## src/rtl/adder_inverse_pkg.sv

```systemverilog
// Shared types and default sizing for the sequential adder inverse.
package adder_inverse_pkg;
  localparam int ADDINV_W    = 16;
  localparam int ADDINV_D    = 4;
  localparam int ADDINV_NDIG = ADDINV_W / ADDINV_D;

  function automatic int idx_w(input int n);
    return (n > 1) ? $clog2(n) : 1;
  endfunction

  localparam int ADDINV_IDXW = idx_w(ADDINV_NDIG);

  typedef enum logic [1:0] {IDLE, CALC, HOLD} state_t;
endpackage

```

## src/rtl/adder_inverse_seq_digit_sub.sv

```systemverilog
// One D-bit subtract digit with borrow chain: {bout,d} = a - b - bin.
module digit_sub #(
  parameter int D = 4
) (
  input  logic [D-1:0] a,
  input  logic [D-1:0] b,
  input  logic         bin,
  output logic [D-1:0] d,
  output logic         bout
);
  logic [D:0] diff;

  assign diff      = {1'b0, a} - {1'b0, b} - {{D{1'b0}}, bin};
  assign {bout, d} = diff;
endmodule

```

## src/rtl/adder_inverse_seq.sv

```systemverilog
// Recovers A = S - B - cin one digit per cycle behind valid/ready.
// ADDER_INVERSE_SEQ_CHECK_EN builds the unreachable-sum check on out_err.
module adder_inverse_seq
  import adder_inverse_pkg::*;
#(
  parameter int W = ADDINV_W,
  parameter int D = ADDINV_D
) (
  input  logic         clk,
  input  logic         rst,
  input  logic         in_valid,
  output logic         in_ready,
  input  logic [W:0]   in_sum,
  input  logic [W-1:0] in_b,
  input  logic         in_cin,
  output logic         out_valid,
  input  logic         out_ready,
  output logic [W-1:0] out_a,
  output logic         out_err
);
  localparam int NDIG = W / D;
  localparam int IW   = idx_w(NDIG);

  state_t state, state_n;

  logic [NDIG-1:0][D-1:0] sum_q, b_q, res_q;
  logic [IW-1:0]          idx;
  logic                   borrow;
  logic [D-1:0]           dig_d;
  logic                   dig_bout;
  logic                   accept, last;

  assign accept = in_valid & in_ready;
  assign last   = (idx == IW'(NDIG - 1));

  // single subtractor, walked across the latched digits by idx
  digit_sub #(.D(D)) u_digit (
    .a    (sum_q[idx]),
    .b    (b_q[idx]),
    .bin  (borrow),
    .d    (dig_d),
    .bout (dig_bout)
  );

  always_comb begin
    state_n = state;
    case (state)
      IDLE:    if (accept)    state_n = CALC;
      CALC:    if (last)      state_n = HOLD;
      HOLD:    if (out_ready) state_n = IDLE;
      default:                state_n = IDLE;
    endcase
  end

  always_ff @(posedge clk) begin
    if (rst) begin
      state    <= IDLE;
      in_ready <= 1'b0;
      sum_q    <= '0;
      b_q      <= '0;
      res_q    <= '0;
      idx      <= '0;
      borrow   <= 1'b0;
    end else begin
      state    <= state_n;
      // registered so ready is low throughout reset and never sees out_ready
      in_ready <= (state_n == IDLE);
      case (state)
        IDLE: if (accept) begin
          sum_q  <= in_sum[W-1:0];
          b_q    <= in_b;
          borrow <= in_cin;
          idx    <= '0;
          res_q  <= '0;
        end
        CALC: begin
          res_q[idx] <= dig_d;
          if (!last) begin
            borrow <= dig_bout;
            idx    <= idx + IW'(1);
          end
        end
        default: ;
      endcase
    end
  end

  assign out_valid = (state == HOLD);
  assign out_a     = res_q;

`ifdef ADDER_INVERSE_SEQ_CHECK_EN
  logic sum_msb, err_q;

  always_ff @(posedge clk) begin
    if (rst) begin
      sum_msb <= 1'b0;
      err_q   <= 1'b0;
    end else begin
      if (state == IDLE && accept) sum_msb <= in_sum[W];
      if (state == CALC && last)   err_q   <= sum_msb ^ dig_bout;
      if (state == HOLD && out_ready) err_q <= 1'b0;
    end
  end

  assign out_err = err_q;
`else
  assign out_err = 1'b0;
`endif
endmodule

```

## config.mk

```make
export PLATFORM = sky130hd
export DESIGN_NAME = adder_inverse_seq
export DESIGN_NICKNAME = d
export VERILOG_FILES = /design/src/rtl/adder_inverse_pkg.sv /design/src/rtl/adder_inverse_seq_digit_sub.sv /design/src/rtl/adder_inverse_seq.sv
export SDC_FILE = /design/constraint.sdc
export NUM_CORES = 1
export LEC_CHECK = 0
export CORE_ASPECT_RATIO = 0.5
export CORE_MARGIN = 3
export CORE_UTILIZATION = 50
export CTS_CLUSTER_DIAMETER = 60
export CTS_CLUSTER_SIZE = 8
export DETAILED_ROUTE_END_ITERATION = 8
export MAX_ROUTING_LAYER = met4
export PLACE_DENSITY = 0.9
export SLEW_MARGIN = 40
export SYNTH_ARGS = -nofsm -noshare
export SYNTH_HDL_FRONTEND = slang
export SYNTH_HIERARCHICAL = 1
export SYNTH_SLANG_ARGS = --single-unit
```

## constraint.sdc

```tcl
create_clock -name clk -period 7.2 [get_ports clk]
set_input_delay 0.72 -clock clk [delete_from_list [all_inputs] [get_ports clk]]
set_output_delay 0.72 -clock clk [all_outputs]
set_load 0.1 [all_outputs]
```

* Word-level counts from Yosys, hierarchy flattened
Index checks and enable logic that the tools add are counted.
Storage, ports and cells: flip-flop bits (word level) 54, bits in latches 0, RAM bits 0, ROM bits 0, output and inout port bits 19, memories 0
Cells by class: add/subtract/negate cells 3, $mul 0, divide/modulo/power cells 0, $lt $le $gt $ge 2, equal/unequal tests 5, shift operators 0, multiplexer cells 19, bitwise operators 1, reductions and logical operators 7
Operators with widths (count):
- case mux 16 bit (2 select lines) | 1
- binary-select mux 4 bit (select 2 bit) | 2
- bitwise mux 16 bit | 1
- 2-to-1 mux 16 bit | 1
- 2-to-1 mux 4 bit | 3
- 2-to-1 mux 2 bit | 5
- demux 4 bit (select 2 bit) | 1
- case mux 2 bit (3 select lines) | 1
- subtractor 4 x 4 -> 5 bit | 1
- subtractor 5 x 1 -> 5 bit | 1
- == test 2 bit (second input constant) | 2
- logical NOT 2 bit | 2
- inequality test 2 bit (second input constant) | 2
- case mux 2 bit (2 select lines) | 1
- AND reduction 2 bit | 2
- < comparator 2 x 3 -> 1 bit (second input constant) | 1
- AND reduction 3 bit | 1
- adder 2 x 1 -> 2 bit (second input constant) | 1
- == test 2 x 1 -> 1 bit (second input constant) | 1
- >= comparator 2 x 1 -> 1 bit (second input constant) | 1
- 2-to-1 mux 1 bit | 2
- case mux 1 bit (2 select lines) | 1
- nonzero test 2 bit | 1
- bitwise AND 1 bit | 1
- logical AND 1 bit | 1

* Depth between registers and ports, before layout
Gate-level depths: netlist (run 1).
depth after elaboration 6, gate-level depth with buffers 11, depth with buffers taken out 10

* Hierarchy
The synthesis (run 1) kept the hierarchy.
By module, submodules not included:
- adder_inverse_seq | times used 1, cells each 248, area each 2296.0 um^2
- digit_sub | times used 1, cells each 24, area each 207.7 um^2

* Worst setup path before layout (run 1)
Ideal clock, no wire load.
path type reg-to-reg, from register idx[1], to register borrow, arrival 2642 ps, required time 7109 ps, setup slack 4467 ps, stages on the path, launching flop included 10, buffers on the path 1, path through dfxtp_1 buf_2 mux4_2 fa_1 fa_1 nand2b_1 a21oi_2 xor2_1 nand2_1 a311oi_1
Between the ends: longest elaborated chain between the ends 6, elaborated cells on any way between the ends 11
Ends and longest elaborated chain:
- from (decl) | RTL line adder_inverse_seq.sv:27 | logic [IW-1:0] idx;
- from (signal assigned) | RTL line adder_inverse_seq.sv:80 | idx <= idx + IW'(1);
- binary-select mux 4 bit (select 2 bit) (on tied branches) | RTL line adder_inverse_seq.sv:38, adder_inverse_seq.sv:39
- 2-to-1 mux 4 bit (on tied branches) | RTL line adder_inverse_seq.sv:38, adder_inverse_seq.sv:39
- subtractor 4 x 4 -> 5 bit (*) | RTL line adder_inverse_seq_digit_sub.sv:13 | assign diff = {1'b0, a} - {1'b0, b} - {{D{1'b0}}, bin};
- subtractor 5 x 1 -> 5 bit (*) | RTL line adder_inverse_seq_digit_sub.sv:13
- net dig_bout | RTL line adder_inverse_seq.sv:30 | logic dig_bout;
- 2-to-1 mux 1 bit (*) | RTL line adder_inverse_seq.sv:78 | if (!last) begin
- case mux 1 bit (2 select lines) (*) | RTL line adder_inverse_seq.sv:68 | case (state)
- to (signal assigned) | RTL line adder_inverse_seq.sv:72 | borrow <= in_cin;
- to (signal assigned) | RTL line adder_inverse_seq.sv:79 | borrow <= dig_bout;
- to (decl) | RTL line adder_inverse_seq.sv:28 | logic borrow;
The timed path passes the listed nets; every way through them passes the cells marked *. The select of a mux whose other input is x is not followed. A chain may end at the register's enable or synchronous reset.

* Final worst setup path (run 1)
Ends and elaborated chain as after synthesis.

==> reports/metrics.yaml, run 1 <==
global_route:
  grt_pass1_vias: 2004
  grt_usage: 0.1932
  grt_max_degree: 59
  grt_pass1_wl_mm: 9.059
  grt_overflow: 0
  antenna_found_initial: 0
clock_network:
  tritoncts: "yes"
  cts_sinks: 54
  cts_hold_buf: 0
  cts_buffer_depth: 2
  h-tree-depth: 2
  cts_setup_buffers: 0
  clock_latency_ns: 0.31
  cts_buffers: 5
  ctsResizeCount: 0
  clockRootBuffer: "clkbuf_8"
  clk_pin_slew_worst_paths_ns: 0.09
final_layout:
  layout.area.seq_um2: 1081
  fin_cells: 385
  drive_gt1_frac: 0.1285
  utilization: 0.6609
  diodes: 0
  multi_input_area_um2: 1291
  fill_cells: 359
  area_delta_synth_final_pct: 21.84
  nets: 368
synthesis:
  synthAdderAreaFrac: 0.06597
  synthFlopType: "dfxtp_1"
  syn-cell-area_um2: 2504
  async_reset_ff_frac: 0
  syn-instance-count: 272
  yosysWarnings: 6
  synth_top_area_frac: 0.4318
  synth-xor-area-share: 0.01399
  ys_seq_area_frac: 0.4318
  synth_top_family_by_area: "simple AND/OR/NAND/NOR gates"
  synth_nets: 322
  synthMuxAreaShare: 0.08996
  synth_top_area_cell: "dfxtp_1"
  synth-compound-area-share: 0.1389
  ys_top_cells_by_area: "dfxtp_1, nand2_1, a21oi_1, mux4_2, o2bb2ai_1"
  synthSimpleGateAreaFrac: 0.2054
  synth-edff-count: 0
  synth-seq-cells: 54
  syn_area_per_cell_um2: 9.205
  yosysUniqueCellTypes: 31
power:
  power_density_nw_per_um2: 201.8
  cellLeakagePower_uw: 0.001152
  irDropWorstVdd_uv: 99.92
  totalPowerFinal_uw: 615.5
placed_design:
  hpwl_mm: 3.828
  port-buffer-count: 54
  place.gp.congestion: 0.7777
  dp_cells: 377
floorplan:
  io_pins: 57
  die_y_um: 56.04
  die-width_um: 106.1
  die-area_um2: 5944
  core_um2: 4616
  start_util: 0.5424
  rows: 17
detailed_routing:
  drt_first_pass_iters: 5
  wire_per_inst_um: 13.95
  postRouteAntennaNets: 0
  drc: 0
  first_iter_violations: 75
  via_per_inst: 5.252
  routed-via-count: 2022
  wl_mm: 5.370
timing:
  skew_ns: 0.007680
  rsz0062_at_grt: "no"
  hold_violations: 0
  setup_viol: 0
  slew_headroom: 0.5754
  fin_crit_sh: 0.4339
  slew_violations: 0
  period_minus_slack_ns: 3.124
  fin_tns_setup_ns: 0
  max_freq_mhz: 320.1
  worst_pin_slew_ns: 0.6360
critical_path:
  worstPathRequired_ns: 7.42
  rr_endpoint: "borrow"
  cp.arrival_ns: 3.34
  cp-startpoint: "idx[1]"
  crit_type: "register to register"
  start_kind: "register"
  end_kind: "register"
  timing.rr.start: "idx[1]"
  reg2reg_slack_ns: 4.08
  reg2regPathDepth: 8
  crit_end: "borrow"
  cp_max_fo: 11
hold_path:
  min-delay-start: "b_q[8]"
  hold_class: "register to register"
outcome:
  outcome: "complete, no violations"
run:
  maxCapViolCount: 0
==> synthesized netlist by cell type, types with 2 or more instances <==
| master | count |
|---|---|
| nand2b_1 | 17 |
| nand2_1 | 68 |
| a21oi_1 | 36 |
| mux2_4 | 3 |
| inv_1 | 10 |
| xor2_1 | 4 |
| ha_1 | 10 |
| mux4_2 | 8 |
| nor3b_1 | 2 |
| or3_1 | 2 |
| clkbuf_1 | 6 |
| fa_1 | 2 |
| buf_4 | 4 |
| buf_2 | 6 |
| dfxtp_1 | 54 |
| o2bb2ai_1 | 16 |
| nor2b_1 | 5 |
| o21ai_0 | 2 |
| and2_1 | 4 |
| and2b_1 | 2 |
==> cell type report <==
type	count	share of cell area
tap	66	0.02707
sequential	54	0.3544
timing repair buffer	56	0.1518
inverter	10	0.01231
clock inverter	2	0.004102
multi-input combinational	191	0.4233
clock buffer	6	0.02707
==> where the power goes <==
| part | switching [uW] | total [uW] | internal (uW) | leakage (uW) |
|---|---|---|---|---|
| logic | 68.7 | 121 | 52.7 | 0.000667 |
| registers | 9.57 | 321 | 312 | 0.000439 |
| clock network | 95.6 | 173 | 77.4 | 0.0000472 |
| total | 174 | 615 | 442 | 0.00115 |
==> layout by cell type, fill, tap and decap left out, drive strengths merged, types with 4 or more instances in the layout <==
cell and n:
a21oi 37, and2 4, buf 21, clkbuf 6, clkdlybuf4s50 35, dfxtp 54
ha 10, inv 10, mux4 8, nand2 68, nand2b 17, nor2b 5
o2bb2ai 16, xor2 4
==> sequential cells by signal, summed over array words and instances, names as in the netlist <==
signal    count
in_ready      1
out_a        16
idx           2
state         2
b_q          16
sum_q        16
borrow        1
==> worst max-delay path, stage by stage (launching register included) <==
cell      delay [ns]
dfxtp_1         0.71
mux4_2          0.60
fa_1            0.48
fa_1            0.41
nand2b_1        0.17
a21oi_2         0.16
xor2_1          0.18
nand2_1         0.07
a311oi_1        0.25
==> kinds of logic after synthesis <==
family                     after synthesis
and+or+nand+nor                        107
buffers and inverters                   27
muxes                                   11
adders and majority gates               12
other                                    1
DFF                                     54
xor gates and xnor gates                 4
AOI/OAI and AO/OA                       56
==> worst min path at each step <==
stage	end	slack, ns	depth (start not counted)
4_1_cts	b_q[6]	0.46	2
3_5_place_dp	b_q[6]	0.45	2
5_1_grt	sum_q[10]	0.48	2
2_1_floorplan	b_q[10]	0.43	2
3_3_place_gp	sum_q[15]	0.44	2
6_report	b_q[8]	0.46	2
==> layer usage <==
metal  GRT usage  wire length (um)  up-vias
met5           -                 0        -
met4     0.06642                82        0
met3     0.04056               262       10
met2      0.3306              2655       57
met1      0.2281              2368      952
li1            -                 -     1003
==> metrics by stage <==
step	worst slack [ns]	area, um2	hold slack (ns)
floorplan	4.467	2504	0.4331
global placement	4.172	3043	0.4411
detailed placement	4.088	2953	0.4485
CTS	4.066	3048	0.4616
global route	3.885	3050	0.4833
finish	4.076	3050	0.4585
No activity file was read; power rests on OpenSTA's default activity.
==> run 2: changes to the inputs <==
clock period = 3.2 ns   (was 7.2 ns; I/O delays follow)
==> reports/metrics.yaml, run 2 (synthesis results as in run 1) <==
final_layout:
  utilization: 0.6647  # +0.003795
  nets: 370  # +0.54%
  area_delta_synth_final_pct: 22.54
  fill_cells: 363  # +1.1%
  diodes: 0  # unchanged
  layout_common_cells: "nand2_1, dfxtp_1, a21oi_1, clkdlybuf4s50_1"
  multi_input_area_um2: 1291  # unchanged
  layout.area.seq_um2: 1081  # unchanged
  layout_commonest_cell: "nand2_1"
  drive_gt1_frac: 0.1340  # +0.005430
power:
  irDropWorstVdd_uv: 199.4  # +100%
  power_density_nw_per_um2: 454.0  # +130%
  cellLeakagePower_uw: 0.001163  # +0.92%
timing:
  worst_pin_slew_ns: 0.7336  # +0.09757 ns
  fin_tns_setup_ns: 0  # unchanged
  skew_ns: 0.004979  # -0.002701 ns
  max_freq_mhz: 372.8  # +16%
  hold_violations: 0  # unchanged
  slew_violations: 0  # unchanged
  setup_viol: 0  # unchanged
  period_minus_slack_ns: 2.682  # -0.4417 ns
  slew_headroom: 0.5110  # -0.06446
  rsz0062_at_grt: "no"
  fin_crit_sh: 0.8382  # +0.4043
detailed_routing:
  routed-via-count: 2019  # -0.15%
  top_layer: "met4"
  first_iter_violations: 63  # -16%
  dr_wl_met2_mm: 2.689  # +1.3%
  via_per_inst: 5.217  # -0.66%
  met3_length_um: 224  # -15%
  wl_mm: 5.453  # +1.5%
  drt-met1-wl_mm: 2.444  # +3.2%
  wire_per_inst_um: 14.09  # +1.0%
  drt_first_pass_iters: 5  # unchanged
  drc: 0  # unchanged
  postRouteAntennaNets: 0  # unchanged
global_route:
  grt_usage: 0.1921  # -0.001064
  grt_max_degree: 59  # unchanged
  grt_pass1_wl_mm: 8.866  # -2.1%
  antenna_found_initial: 0  # unchanged
  grt_pass1_vias: 1953  # -2.5%
  grt_overflow: 0  # unchanged
placed_design:
  hpwl_mm: 4.019  # +5.0%
  place.gp.congestion: 0.7943  # +2.1%
  port-buffer-count: 54  # unchanged
clock_network:
  tritoncts: "yes"
  cts_buffer_depth: 2  # unchanged
  cts_hold_buf: 0  # unchanged
  ctsResizeCount: 0  # unchanged
  cts_sinks: 54  # unchanged
  clockRootBuffer: "clkbuf_8"
  clock_latency_ns: 0.32  # about the same
  h-tree-depth: 2  # unchanged
  clk_pin_slew_worst_paths_ns: 0.09  # about the same
  cts_setup_buffers: 0  # unchanged
  cts_buffers: 5  # unchanged
floorplan:
  die-area_um2: 5944  # unchanged
  start_util: 0.5424  # unchanged
  core_um2: 4616  # unchanged
  die-width_um: 106.1  # unchanged
  io_pins: 57  # unchanged
  die_y_um: 56.04  # unchanged
  rows: 17  # unchanged
critical_path:
  crit_type: "register to register"
  start_kind: "register"
  end_kind: "register"
  timing.rr.start: "idx[0]"
  cp.arrival_ns: 2.91  # -0.43 ns
  cp_max_fo: 6  # -5
  cp-startpoint: "idx[0]"
  worstPathRequired_ns: 3.43  # -3.99 ns
run:
  maxCapViolCount: 0  # unchanged
hold_path:
  hold_class: "register to register"
  min-delay-start: "sum_q[8]"
outcome:
  outcome: "complete, no violations"
run 2: cell count changes in the layout (fill, tap and decap cells not counted), sizes merged:
cell	previous run	this run
buf	21	23
run 2: final cells by class:
type,count,area share
multi-input cells,191,0.4209
flip-flops and latches,54,0.3524
clock buffers,6,0.02692
repair buffers,58,0.1566
clock inverters,2,0.004078
well taps,66,0.02692
inverters,10,0.01223
run 2: critical path, stage by stage (launching register included):
cell and delay, ns:
dfxtp_1 0.52, mux4_2 0.37, fa_1 0.49, fa_1 0.42, nand2b_1 0.18, a21oi_2 0.14
xor2_1 0.15, nand2_1 0.06, a311oi_1 0.26
run 2: layer usage:
| metal | global-route usage | up-vias |
|---|---|---|
| li1 | - | 1007 |
| met1 | 0.2207 | 962 |
| met2 | 0.3297 | 41 |
| met3 | 0.04635 | 9 |
| met4 | 0.07011 | 0 |
| met5 | - | - |
run 2: power by group:
group | switching [uW] | internal, uW
registers | 18.1 | 701
logic | 157 | 120
clock network | 223 | 174
run 2: per-stage QoR:
| step | setup WS [ns] | total power, uW | hold slack (ns) | instances | cell area [um2] |
|---|---|---|---|---|---|
| CTS | 0.4752 | 1402 | 0.4605 | 387 | 3065 |
| global placement | 0.5768 | 999.6 | 0.4404 | 379 | 3055 |
| floorplan | 0.4668 | 926.2 | 0.4331 | 272 | 2504 |
| global route | 0.3270 | 1456 | 0.4760 | 387 | 3068 |
| finish | 0.5176 | 1393 | 0.4573 | 387 | 3068 |
| detailed placement | 0.5028 | 1010 | 0.4473 | 379 | 2970 |
run 2: worst paths after layout:
check              to  cells past startpoint  slack (ns)
max            borrow                      8        0.52
min          sum_q[8]                      2        0.46
max reg2reg    borrow                      8        0.52
min reg2reg  sum_q[8]                      2        0.46
